$ cat src/rtl/mem_port_arbiter_pkg.sv
// Shared pipeline constants for the unified memory port.
// Holds the data width and the bus arbiter state encoding.
package rv_pkg;

    localparam int XLEN = 32;

    typedef enum logic [1:0] {
        ST_IDLE  = 2'd0,
        ST_DATA  = 2'd1,
        ST_FETCH = 2'd2
    } arbState_t;

endpackage

$ cat src/rtl/mem_port_arbiter_if.sv
// Single-ported memory bus shared by fetch and memory stages.
// master = arbiter side, slave = memory side.
interface mem_port_arbiter_if;
    import rv_pkg::*;

    logic            bus_valid;
    logic            bus_we;
    logic [3:0]      bus_be;
    logic [XLEN-1:0] bus_addr;
    logic [XLEN-1:0] bus_wdata;
    logic            bus_ready;
    logic [XLEN-1:0] bus_rdata;
    logic            bus_err;

    modport master (
        output bus_valid, bus_we, bus_be, bus_addr, bus_wdata, bus_err,
        input  bus_ready, bus_rdata
    );

    modport slave (
        input  bus_valid, bus_we, bus_be, bus_addr, bus_wdata, bus_err,
        output bus_ready, bus_rdata
    );

endinterface

$ cat src/rtl/mem_port_arbiter_timer.sv
// Wait-state counter for one outstanding bus transaction.
// expired flags that the bus has stalled for LIMIT cycles.
module mem_req_timer #(
    parameter int LIMIT = 255
) (
    input  logic clk,
    input  logic reset,
    input  logic clr,
    input  logic en,
    output logic expired
);

    logic [7:0] count;

    // Count wait cycles; clear whenever no transaction is waiting.
    always_ff @(posedge clk) begin
        if (!reset || clr) begin
            count <= 8'd0;
        end else if (en) begin
            count <= count + 8'd1;
        end
    end

    assign expired = (count == 8'(LIMIT));

endmodule

$ cat src/rtl/mem_port_arbiter.sv
// Arbitrates the unified I/D memory bus between fetch and memory stages.
// Data beats fetch; the pipeline is frozen until all needed accesses finish.
module mem_port_arbiter
    import rv_pkg::*;
#(
    parameter int TIMEOUT = 255
) (
    input  logic              clk,
    input  logic              reset,
    input  logic              if_req,
    input  logic [XLEN-1:0]   PCF,
    output logic [XLEN-1:0]   InstrF,
    input  logic              dm_req,
    input  logic              dm_we,
    input  logic [3:0]        dm_be,
    input  logic [XLEN-1:0]   dm_addr,
    input  logic [XLEN-1:0]   dm_wdata,
    output logic [XLEN-1:0]   dm_rdata,
    output logic              mem_stall,
    mem_port_arbiter_if.master bus
);

    arbState_t       state;
    logic            dDone;
    logic            iDone;
    logic [XLEN-1:0] dBuf;
    logic [XLEN-1:0] iBuf;

    logic            needD;
    logic            needI;
    logic            selData;
    logic            selFetch;
    logic            active;
    logic            expired;
    logic            abort;
    logic            cmpl;
    logic            dCmpl;
    logic            iCmpl;
    logic            timerClr;
    logic            timerEn;
    logic [XLEN-1:0] rdataEff;

    // Pick the requester, drive the bus and bypass completing read data.
    always_comb begin
        needD    = dm_req & ~dDone;
        needI    = if_req & ~iDone;
        selData  = reset & ((state == ST_DATA) |
                            ((state == ST_IDLE) & needD));
        selFetch = reset & ((state == ST_FETCH) |
                            ((state == ST_IDLE) & ~needD & needI));
        active   = selData | selFetch;
        abort    = reset & expired & ~bus.bus_ready &
                   (state != ST_IDLE);
        cmpl     = active & (bus.bus_ready | abort);
        dCmpl    = selData & cmpl;
        iCmpl    = selFetch & cmpl;
        rdataEff = bus.bus_ready ? bus.bus_rdata : '0;

        bus.bus_valid = active;
        bus.bus_we    = selData & dm_we;
        bus.bus_be    = selData ? dm_be : 4'hF;
        bus.bus_addr  = selData ? dm_addr : PCF;
        bus.bus_wdata = selData ? dm_wdata : '0;
        bus.bus_err   = abort;

        InstrF   = iCmpl ? rdataEff : iBuf;
        dm_rdata = dCmpl ? rdataEff : dBuf;

        mem_stall = (dm_req & ~(dDone | dCmpl)) |
                    (if_req & ~(iDone | iCmpl));

        timerClr = ~active | cmpl;
        timerEn  = active & ~bus.bus_ready;
    end

    mem_req_timer #(
        .LIMIT(TIMEOUT)
    ) uTimer (
        .clk    (clk),
        .reset  (reset),
        .clr    (timerClr),
        .en     (timerEn),
        .expired(expired)
    );

    // Bus FSM plus done flags and result buffers.
    always_ff @(posedge clk) begin
        if (!reset) begin
            state <= ST_IDLE;
            dDone <= 1'b0;
            iDone <= 1'b0;
            dBuf  <= '0;
            iBuf  <= '0;
        end else begin
            if (dCmpl && !dm_we) begin
                dBuf <= rdataEff;
            end
            if (iCmpl) begin
                iBuf <= rdataEff;
            end
            if (!mem_stall) begin
                dDone <= 1'b0;
                iDone <= 1'b0;
            end else begin
                if (dCmpl) begin
                    dDone <= 1'b1;
                end
                if (iCmpl) begin
                    iDone <= 1'b1;
                end
            end
            priority case (1'b1)
                cmpl:     state <= (selData & needI) ? ST_FETCH : ST_IDLE;
                selData:  state <= ST_DATA;
                selFetch: state <= ST_FETCH;
                default:  state <= ST_IDLE;
            endcase
        end
    end

endmodule
$ cat src/flat_wrapper.sv
// flat-port wrapper written by rule: the top's interface ports become plain ports
module mem_port_arbiter_flat import rv_pkg::*;
#(
    parameter int TIMEOUT = 255
)
  (clk, reset, if_req, PCF, InstrF, dm_req, dm_we, dm_be, dm_addr, dm_wdata, dm_rdata, mem_stall, bus_bus_valid, bus_bus_we, bus_bus_be, bus_bus_addr, bus_bus_wdata, bus_bus_err, bus_bus_ready, bus_bus_rdata);
  mem_port_arbiter_if bus_i ();
  input  logic clk;
  input  logic reset;
  input  logic if_req;
  input  logic [XLEN-1:0] PCF;
  output logic [XLEN-1:0] InstrF;
  input  logic dm_req;
  input  logic dm_we;
  input  logic [3:0] dm_be;
  input  logic [XLEN-1:0] dm_addr;
  input  logic [XLEN-1:0] dm_wdata;
  output logic [XLEN-1:0] dm_rdata;
  output logic mem_stall;
  output wire logic [$bits(bus_i.bus_valid)-1:0] bus_bus_valid;
  output wire logic [$bits(bus_i.bus_we)-1:0] bus_bus_we;
  output wire logic [$bits(bus_i.bus_be)-1:0] bus_bus_be;
  output wire logic [$bits(bus_i.bus_addr)-1:0] bus_bus_addr;
  output wire logic [$bits(bus_i.bus_wdata)-1:0] bus_bus_wdata;
  output wire logic [$bits(bus_i.bus_err)-1:0] bus_bus_err;
  input wire logic [$bits(bus_i.bus_ready)-1:0] bus_bus_ready;
  input wire logic [$bits(bus_i.bus_rdata)-1:0] bus_bus_rdata;
  assign bus_bus_valid = bus_i.bus_valid;
  assign bus_bus_we = bus_i.bus_we;
  assign bus_bus_be = bus_i.bus_be;
  assign bus_bus_addr = bus_i.bus_addr;
  assign bus_bus_wdata = bus_i.bus_wdata;
  assign bus_bus_err = bus_i.bus_err;
  assign bus_i.bus_ready = bus_bus_ready;
  assign bus_i.bus_rdata = bus_bus_rdata;
  mem_port_arbiter #(.TIMEOUT(TIMEOUT)) u_core (.clk(clk), .reset(reset), .if_req(if_req), .PCF(PCF), .InstrF(InstrF), .dm_req(dm_req), .dm_we(dm_we), .dm_be(dm_be), .dm_addr(dm_addr), .dm_wdata(dm_wdata), .dm_rdata(dm_rdata), .mem_stall(mem_stall), .bus(bus_i));
endmodule
$ cat config.mk
export PLATFORM = sky130hd
export DESIGN_NAME = mem_port_arbiter_flat
export DESIGN_NICKNAME = d
export VERILOG_FILES = /design/src/rtl/mem_port_arbiter_pkg.sv /design/src/rtl/mem_port_arbiter_if.sv /design/src/rtl/mem_port_arbiter_timer.sv /design/src/rtl/mem_port_arbiter.sv /design/src/flat_wrapper.sv
export SDC_FILE = /design/constraint.sdc
export NUM_CORES = 1
export LEC_CHECK = 0
export CAP_MARGIN = 10
export CORE_MARGIN = 2
export CORE_UTILIZATION = 32
export CTS_CLUSTER_SIZE = 30
export DETAILED_ROUTE_END_ITERATION = 10
export PLACE_DENSITY = 0.86
export SYNTH_ARGS = -nofsm -noshare
export SYNTH_HDL_FRONTEND = slang
export SYNTH_SLANG_ARGS = --single-unit
$ cat constraint.sdc
create_clock -name clk -period 1.87 [get_ports clk]
set_clock_uncertainty 0.1 [all_clocks]
set_input_delay 0.2805 -clock clk [delete_from_list [all_inputs] [get_ports clk]]
set_output_delay 0.2805 -clock clk [all_outputs]
set_load 0.01 [all_outputs]
Word level (Yosys, flattened, before mapping)
Index checks and enable logic that the tools add are counted.
{ "word_totals": {"latchBits": 0, "in_bits": 138, "ff_bits": 76, "elab_cells": 60, "ram_bits": 0, "output_inout_bits": 136, "memories": 0, "rom_bits": 0} }
{ "op_classes": {"reduce_logical": 7, "bitwise_logic": 33, "n_mux": 10, "n_mul": 0, "div": 0, "n_lt_le_gt_ge": 0, "shifts": 0, "eq_ne": 3, "addsub": 1} }
{ "op_table": {"columns": ["cell", "count"], "rows": [
  ["32-bit 2-to-1 mux", 5],
  ["1-bit bitwise AND", 18],
  ["8-bit by 1-bit adder with 8-bit output, second input constant", 1],
  ["8-bit == test, second input constant", 1],
  ["2-bit 2-to-1 mux", 4],
  ["1-bit OR", 8],
  ["1-bit NOT", 7],
  ["4-bit 2-to-1 mux", 1],
  ["2-bit by 1-bit == test with 1-bit output, second input constant", 1],
  ["2-bit == test, second input constant", 1],
  ["1-bit logical NOT", 2],
  ["2-bit logical NOT", 1],
  ["2-bit AND reduction", 1],
  ["2-bit nonzero test", 1],
  ["1-bit logical AND", 1],
  ["1-bit logical OR", 1]
]} }

Logic depth before layout (Yosys ltp)
{ "depth": {"ltp_word": 15, "ltp_mapped": 6, "mapped_depth_nobuf": 5} }

Cells and area by module
A second synthesis with hierarchy kept.
{ "hier_totals": {"hier_cells": 482, "hier_area_um2": 4182.8} }
{ "modules_own_cells": {"columns": ["mod", "cells_each", "area_each_um2", "instances", "seq_area_each_um2"], "rows": [
  ["mem_port_arbiter", 442, 3828.7, 1, 1361.3],
  ["mem_req_timer", 40, 354.1, 1, 160.2]
]} }

Worst setup path before layout
Ideal clock, no wire load.
{ "synth_timing": {"kind": "register -> output", "start": "reg u_core.uTimer.count[0]", "end": "out InstrF[10]", "path_buffers": 1, "path_stages_with_launch": 7, "arrival_time_ns": 1.602, "setup_slack_ns": -0.112, "required_time_ns": 1.490, "path_cell_list": "dfxtp_1 -> ha_1 -> nand4b_2 -> o31ai_4 -> nand3_4 -> buf_6 -> a22o_1"} }
{ "synth_via": {"elab_chain_len": 8} }
{ "synth_lines": {"columns": ["element", "line", "text"], "rows": [
  ["start: declaration", "mem_port_arbiter_timer.sv:13", "logic [7:0] count;"],
  ["start signal: assignment", "mem_port_arbiter_timer.sv:20", "count <= count + 8'd1;"],
  ["8-bit == test", "mem_port_arbiter_timer.sv:24", "assign expired = (count == 8'(LIMIT));"],
  ["1-bit bitwise AND (3 in series)", "mem_port_arbiter.sv:52", "abort = reset & expired & ~bus.bus_ready &"],
  ["1-bit OR", "mem_port_arbiter.sv:54", "cmpl = active & (bus.bus_ready | abort);"],
  ["1-bit bitwise AND", "mem_port_arbiter.sv:54", null],
  ["1-bit bitwise AND", "mem_port_arbiter.sv:56", "iCmpl = selFetch & cmpl;"],
  ["32-bit 2-to-1 mux", "mem_port_arbiter.sv:66", "InstrF = iCmpl ? rdataEff : iBuf;"],
  ["end: declaration", "flat_wrapper.sv:12", "output logic [XLEN-1:0] InstrF;"]
]} }
No other way between the ends.

Worst setup path after layout
{ "layout_timing": {"start": "reg u_core.uTimer.count[6]", "end": "out InstrF[11]"} }
The elaborated chain is that of the path after synthesis.

==> run metrics <==
Post-Syn Instances=375; WP depth=8; sequential share of the synthesized area=38.3%; CTS tree=built; NetSw=1.42 mW; slew margin rel.=72.0%; final setup violation count=201; area grow syn2layout=117%; hold depth=1; Final Hold Fails=0; Synth Warn #=0; failing checks=setup timing; antenna-violating nets left=0; CP Data Arrival Time=2.06 ns; Tot GR Track Use=28.6%; design area=8610 µm²; layout cells sized above 1=46.6%; Placer Congestion=0.839; # H-tree levels=3; Vias=5000; DRC=0; drt initial violations=383; clk slew on worst S/H paths=0.06 ns; # fillers=818; P per Cell Area=609 nW/µm²; Crit. End Element=output port; share of the synthesized area in the top cell type=38.3%; Core Footprint=12100 µm²; clock network power share=34.3%; setup TNS=-77.26 ns; Synthesized Nets=514; clock root buffer=clkbuf_16; post-synth top area cell=dfxtp_1; Pleak=3.93 nW; Layout Nets=892; Sw Ratio=27.0%; dpl cell area=7330 µm²; CP Class=reg2out; Sink Count=76; Seq cells post-synth=76; TritonCTS buffer count=9; upper clock frequency limit=409 MHz; Worst R2R Path Depth=12; Post-synth ARST share=0%; height of the die=115 µm; crit share post-route=131%; CP cell instances=nand4_4 > buf_6 > o31ai_4 > nand3_4 > buf_6 > clkbuf_16 > a22o_1 > buf_2; Die ar.=13300 µm²; die width=115 µm; number of diodes=0; total congestion overflow=0; Worst Tran Pin Value=0.419 ns; max cap viols=0; drt total wl=21200 µm; Starting Density=32.9%; Synth Cell Area=3970 µm²; Final min period=2.44 ns; Top FF cell, synth=dfxtp_1; dpl hpwl=12200 µm; Multi-input gate area=2500 µm²; max-slew violations=0; Avg WL per Cell=22.9 µm; # IOs=274; register area=1540 µm²; Placed Cells=853; RSZ-0062 raised after global routing=true; first-pass GRT wire length=29100 µm; combinational power share=33.0%; initial antenna violation count=0; drt pass-1 iters=5; Final Non-Filler Cells=926; # port buffers=273; status=finished, violations left; Unique masters post-synth=44; Post-synth EDFFs=0; # hold bufs at CTS=0; sequential power share=32.8%; vias in the first global route=4960; Clock Latency Late Sink=0.33 ns; Setup WS pre-CTS=-1.01 ns; buffers and inverters on the worst path=4; top area cells in the synthesized netlist=dfxtp_1 (38%), a22o_1 (28%), mux2_2 (9.1%); Max Root-Sink Buffers=2; largest net degree at the start of global routing=34; internal power=3.83 mW; kind of start point of the critical path=flip-flop; Via density=5.40; CP delay by family, top=buffers and inverters; Hold WC Path Type=reg2reg; Final Worst Setup Slack=-0.574 ns; slowest CP cell=dfxtp_2; # rows=40; syn avg cell area=10.6 µm²; largest stage delay on the critical path=0.36 ns; most used cell, CP=buf_6; Critical Path RT=1.49 ns; crit-path max FO=5; Max rail drop VDD=0.666 mV
metal layers:
| layer | track usage [%] | vias to the layer above | wire length (µm) |
|---|---|---|---|
| li1 | - | 2212 | - |
| met1 | 35.9 | 2457 | 8500 |
| met2 | 48.7 | 274 | 10500 |
| met3 | 6.80 | 57 | 1620 |
| met4 | 8.92 | 0 | 571 |
| met5 | 0 | - | 0 |
final timing paths:
path,from,endpoint,slack [ns]
worst max-delay path,u_core.uTimer.count[6],InstrF[11],-0.57
worst min-delay path,u_core.iBuf[7],u_core.iBuf[7],0.38
worst max register to register,u_core.state[1],u_core.dBuf[1],-0.46
worst min register to register,u_core.iBuf[7],u_core.iBuf[7],0.38
state kept, by name, indices dropped and copies added, names as in the netlist:
signal / cells
u_core.uTimer.count: 8
u_core.state: 2
u_core.dDone: 1
u_core.iBuf: 32
u_core.iDone: 1
u_core.dBuf: 32
area by class of cell:
| cell class | count | share of cell area [%] |
|---|---|---|
| Clock buffer | 11 | 2.93 |
| Clock inverter | 5 | 0.683 |
| Inverter | 4 | 0.174 |
| Multi-Input combinational cell | 260 | 29.0 |
| Sequential cell | 76 | 17.8 |
| Tap cell | 168 | 2.44 |
| Timing Repair Buffer | 402 | 46.9 |
power groups by stage:
stage	sequential, mW	combinational [mW]	clock (mW)
after global routing	1.72	1.80	1.89
after global placement	1.75	1.39	0
after detailed placement	1.75	1.42	0
final	1.72	1.73	1.80
after floorplan	1.74	0.544	0
after CTS	1.71	1.61	1.81
logic make-up after synthesis:
logic type | Yosys count | synth area share, %
AOI/OAI and AO/OA | 149 | 32.8
DFF | 76 | 38.3
and+or+nand+nor | 74 | 12.0
buffers and inverters | 40 | 6.90
muxes | 32 | 9.07
xor gates and xnor gates | 3 | 0.662
adders and majority gates | 1 | 0.315
through the flow:
step	hold slack [ns]	util [%]	power [mW]
final	0.377	71.4	5.25
after global routing	0.389	71.4	5.41
after CTS	0.377	68.0	5.13
after detailed placement	0.357	60.8	3.16
after global placement	0.358	60.8	3.14
after floorplan	0.313	-	2.28
cells in the mapped netlist (2+ instances only):
| master | count |
|---|---|
| nor2b_1 | 2 |
| nor3b_1 | 2 |
| a22o_1 | 127 |
| nand2b_1 | 6 |
| xnor2_1 | 2 |
| o31ai_1 | 3 |
| o21ai_0 | 2 |
| clkbuf_1 | 5 |
| nand2_1 | 5 |
| and2_1 | 34 |
| buf_6 | 10 |
| or3_2 | 2 |
| or4_1 | 2 |
| a21oi_1 | 3 |
| mux2_2 | 32 |
| inv_1 | 3 |
| nor3_1 | 5 |
| a22o_2 | 2 |
| nand3_1 | 4 |
| dfxtp_1 | 76 |
| nor2_1 | 5 |
| buf_2 | 12 |
| a211oi_1 | 2 |
| buf_4 | 9 |
cells in the final DEF, fill, tap and decap left out, types with 5 or more instances in the layout:
master and n:
a22o_1 127, and2_1 24, and2_4 10, buf_12 18, buf_16 5, buf_2 63, buf_4 76, buf_6 58
buf_8 5, clkbuf_16 17, clkdlybuf4s15_2 15, clkdlybuf4s50_1 134, dfxtp_1 67, dfxtp_2 8, dlygate4sd2_1 16, mux2_4 30
nand2b_1 5
repair_timing:
action,in CTS,in global routing
gates cloned,12,11
gates resized for setup,621,48
endpoints found under the setup margin,200,206
pin swaps,36,30
setup buffers,25,15
Power figures use the tool's default switching activity.
==> variant 1, RTL diff (same settings) <==
Make the reset (`reset`) asynchronous in one clocked block.
--- a/src/rtl/mem_port_arbiter.sv
+++ b/src/rtl/mem_port_arbiter.sv
@@ -84,7 +84,7 @@
     );
 
     // Bus FSM plus done flags and result buffers.
-    always_ff @(posedge clk) begin
+    always_ff @(posedge clk or negedge reset) begin
         if (!reset) begin
             state <= ST_IDLE;
             dDone <= 1'b0;
Function: differs if reset is asserted again (counterexample within 4 cycles, from zero or initial values and one cycle with reset low); with reset held inactive, the same outputs for 10 cycles.
==> variant 1 against the unedited design <==
The run still ends with negative setup slack left; setup slack worse by 0.31 ns; sequential power rose by 28%; area after synthesis decreased by 2.4%; design area increased by 6.4%; power is 37% higher; wire length is 6.8% higher; sequential cell count did not move; count of clock-buffer cells in the layout fell by 2; critical endpoint is now InstrF[16]; largest power group is now combinational cells.
==> variant 1: results (changes against the unedited design) <==
metric,value,unit,change
cts_setup_buffers,77,,was 25
critPathArrivalTime,2.37,ns,was 2.06 ns
vdd_drop_max,438,uV,was 666 uV
ff2ff_path_depth,7,,was 12
critical_path.max_fanout,29,,was 5
synthTopCellsByCount,"nand2_1 (99), a22o_1 (97), dfrtp_1 (68)",,"was a22o_1 (127), dfxtp_1 (76), and2_1 (34)"
fin_cells,957,,was 926
final.setup.tns,-102.33,ns,was -77.26 ns
top_regs,"u_core.dBuf (32), u_core.iBuf (32), u_core.uTimer.count (8)",,unchanged
setup_violations,209,,was 201
ys_types,38,,was 44
endpoint,InstrF[16],,was InstrF[11]
synth.area.top_cells,"dfrtp_1 (44%), a22o_1 (22%), nand2_1 (9.6%), and2_1 (5.3%), dfxtp_1 (4.1%)",,"was dfxtp_1 (38%), a22o_1 (28%), mux2_2 (9.1%), and2_1 (5.4%), buf_6 (2.8%)"
dp_cells,833,,was 853
nets,943,,was 892
ys_warn_count,0,,unchanged
hp-class,input port to asynchronous set/reset pin,,was register to register
grt_usage,0.317,,was 0.286
violations,negative setup slack,,unchanged
cts_resized,653,,was 621
antenna_found_initial,1,,was 0
slew-limit-headroom,0.428,,was 0.720
met3WireLength,1640,um,was 1620 um
status,finished with violations,,unchanged
max_stage_delay,0.52,ns,was 0.36 ns
fin_area,0.00916,mm2,was 0.00861 mm2
synth_nets,541,,was 514
fillers,734,,was 818
drive_gt1_frac,0.554,,was 0.466
critPathSlowestCell,or4b_4,,was dfxtp_2
wl_met1,7940,um,was 8500 um
reg2reg_from,u_core.uTimer.count[1],,was u_core.state[1]
r2r-end,u_core.iDone,,was u_core.dBuf[1]
pre_cts_slack,-1.16,ns,was -1.01 ns
r2r_slack,-0.39,ns,was -0.46 ns
vias,5281,,was 5000
grt_max_degree,65,,was 34
leakagePower,4.51,nW,was 3.93 nW
dp_hpwl,12400,um,was 12200 um
gp_congestion,0.888,,was 0.839
worst_slack,-0.885,ns,was -0.574 ns
placed_cell_area,0.00713,mm2,was 0.00733 mm2
netlist_instances,402,,was 375
wl_met2,11800,um,was 10500 um
drt-initial-drc-count,436,,was 383
[variant 1: cell count changes after synthesis, sizes merged, moves of 3 or more]
cell	before	now
nand2	5	99
dfrtp	0	68
dfxtp	76	8
a22o	129	97
mux2	32	0
buf	31	6
clkbuf	5	28
a211oi	2	6
nor2	5	2
nor3b	3	0
or4	2	5
[variant 1: cell type report]
type                    instances  share of cell area
inverters                       6             0.00246
multi-input cells             287               0.272
flip-flops and latches         76               0.203
diodes                          1            0.000273
repair buffers                424               0.467
clock buffers                   9              0.0246
well taps                     147              0.0201
clock inverters                 7              0.0108
[variant 1: how the worst min path moves through the flow]
stage                endpoint  start  slack (ns)  cells after the start
2_1_floorplan  u_core.dBuf[0]  reset       -0.12                      0
3_3_place_gp     u_core.iDone  reset        0.13                      2
3_5_place_dp     u_core.dDone  reset        0.13                      2
4_1_cts          u_core.dDone  reset       -0.22                      2
5_1_grt        u_core.dBuf[7]  reset        0.33                      3
6_report       u_core.dBuf[7]  reset        0.27                      3
[variant 1: cell families (layout without fill, tap and decap cells)]
family,count (synthesis),in the layout,share of synthesized area
and+or+nand+nor,167,168,0.209
buffers and inverters,40,446,0.0452
DFF,76,76,0.480
AOI/OAI and AO/OA,118,118,0.262
other,0,1,0
adders and majority gates,1,1,0.00323
[variant 1: worst max-delay path, delay by kind of cell (launching register included)]
family          cells  cell delay (ns)
flops               1             0.36
fa+ha+maj           1             0.16
compound gates      2             0.51
simple gates        2             0.65
buf+inv             2             0.34
[variant 1: metal layers]
metal | GRT usage | vias to the layer above
li1 | - | 2274
met1 | 0.351 | 2573
met2 | 0.595 | 345
met3 | 0.0588 | 89
met4 | 0.130 | 0
met5 | 0 | -
[variant 1: power by group]
part / switching (mW) / internal, mW
clock: 0.733 / 1.18
sequential: 0.190 / 2.02
combinational: 1.33 / 1.73
==> variant 2, RTL diff (config.mk and constraints unchanged) <==
Without the edit above. Change the package constant `XLEN` from 32 to 64.
--- a/src/rtl/mem_port_arbiter_pkg.sv
+++ b/src/rtl/mem_port_arbiter_pkg.sv
@@ -2,7 +2,7 @@
 // Holds the data width and the bus arbiter state encoding.
 package rv_pkg;
 
-    localparam int XLEN = 32;
+    localparam int XLEN = 64;
 
     typedef enum logic [1:0] {
         ST_IDLE  = 2'd0,
Interface: changed (8 resized); port bits go from 274 to 530. No check against the original RTL was run, so the function may have changed too.
==> variant 2 against the unedited design <==
The flow still finishes with violations (negative setup slack); power increased by 110%; cell count increased by 140%; area after synthesis increased by 120%; die area increased by 110%; clock power increased by 95%; sequential cell count increased by 64; setup slack got worse by 0.68 ns; wire length increased to 2.9 times the old value; design area increased by 110%.
==> variant 2: results (changes against the unedited design) <==
metric,value,unit,change
critPathSlowestCell,or4b_4,,was dfxtp_2
vias,13700,,was 5000
whs,0.380,ns,was 0.377 ns
grt_max_degree,98,,was 34
port_buffers,529,,was 273
antenna_found_initial,20,,was 0
crit_family,simple AND/OR/NAND/NOR gates,,was buffers and inverters
violations,negative setup slack,,unchanged
numCtsBuffers,17,,was 9
htree_levels,4,,was 3
synthAdderAreaFrac,0.00144,,was 0.00315
drt-initial-drc-count,1747,,was 383
clock_latency,0.43,ns,was 0.33 ns
synth_xor_xnor_area_share,0,,was 0.00661
gp_congestion,0.970,,was 0.839
worst_slack,-1.25,ns,was -0.574 ns
status,finished with violations,,unchanged
avgSynthCellArea,7.36,um2,was 10.6 um2
nets,2130,,was 892
critical_path.max_fanout,10,,was 5
synth_nets,1448,,was 514
ys_types,39,,was 44
routedWlPerCell,27.7,um,was 22.9 um
synth_compound_area_frac,0.318,,was 0.328
drive_gt1_frac,0.389,,was 0.466
synthMuxAreaShare,0,,was 0.0907
synth.area.top_cells,"dfxtp_1 (32%), nand2_1 (14%), a22o_1 (13%), o31ai_1 (6.0%), a21boi_0 (5.5%)",,"was dfxtp_1 (38%), a22o_1 (28%), mux2_2 (9.1%), and2_1 (5.4%), buf_6 (2.8%)"
reg2reg_from,u_core.uTimer.count[0],,was u_core.state[1]
r2r_slack,-0.42,ns,was -0.46 ns
worstHoldPathCells,2,,was 1
synthTopCellsByCount,"nand2_1 (324), dfxtp_1 (140), a22o_1 (129)",,"was a22o_1 (127), dfxtp_1 (76), and2_1 (34)"
setup_violations,404,,was 201
[variant 2: final cells by class]
| class | count | share of cell area |
|---|---|---|
| repair buffers | 800 | 0.447 |
| multi-input cells | 899 | 0.341 |
| flip-flops and latches | 140 | 0.153 |
| clock buffers | 18 | 0.0240 |
| well taps | 341 | 0.0233 |
| clock inverters | 14 | 0.00840 |
| diodes | 16 | 0.00219 |
| inverters | 5 | 0.00102 |
[variant 2: cells by family (layout without fill, tap and decap cells)]
logic type               after synthesis  in the layout
AND/OR/NAND/NOR                      551            552
AO/OA/AOI/OAI                        346            346
buffers and inverters                143            837
flip-flops                           140            140
adder cells (fa/ha/maj)                1              1
other                                  0             16
[variant 2: repair_timing]
action / 4_1_cts / 5_1_grt
gates cloned: 38 / 10
pin swaps: 118 / 24
endpoints found under the setup margin: 396 / 404
resized for setup: 1359 / 121
setup buffers: 88 / 25
[variant 2: where the power goes]
group	total [mW]	switching (mW)	internal, mW
Clock	3.51	1.58	1.93
Combinational	4.45	2.12	2.33
Sequential	3.30	0.155	3.14
[variant 2: metal layers]
layer | up-vias | share of wire | track usage
li1 | 5695 | - | -
met1 | 6375 | 0.32 | 0.430
met2 | 1265 | 0.46 | 0.646
met3 | 382 | 0.12 | 0.114
met4 | 4 | 0.095 | 0.278
met5 | - | 0.00039 | 0
[variant 2: worst max path at each step]
| stage | slack [ns] | cells after the start | from | end |
|---|---|---|---|---|
| global placement | -1.15 | 7 | bus_bus_ready | InstrF[33] |
| floorplan | -0.40 | 7 | u_core.uTimer.count[1] | InstrF[13] |
| finish | -1.25 | 8 | u_core.uTimer.count[0] | InstrF[4] |
| CTS | -1.29 | 7 | u_core.uTimer.count[1] | InstrF[23] |
| global route | -1.27 | 8 | u_core.uTimer.count[0] | InstrF[54] |
| detailed placement | -1.18 | 7 | bus_bus_ready | InstrF[63] |
[variant 2: worst reg2reg max path: cells and delay by family (launching register included)]
| family | cells | cell delay [ns] |
|---|---|---|
| compound gates | 3 | 0.69 |
| buf+inv | 2 | 0.67 |
| flops | 1 | 0.34 |
| simple gates | 1 | 0.23 |
| fa+ha+maj | 1 | 0.16 |
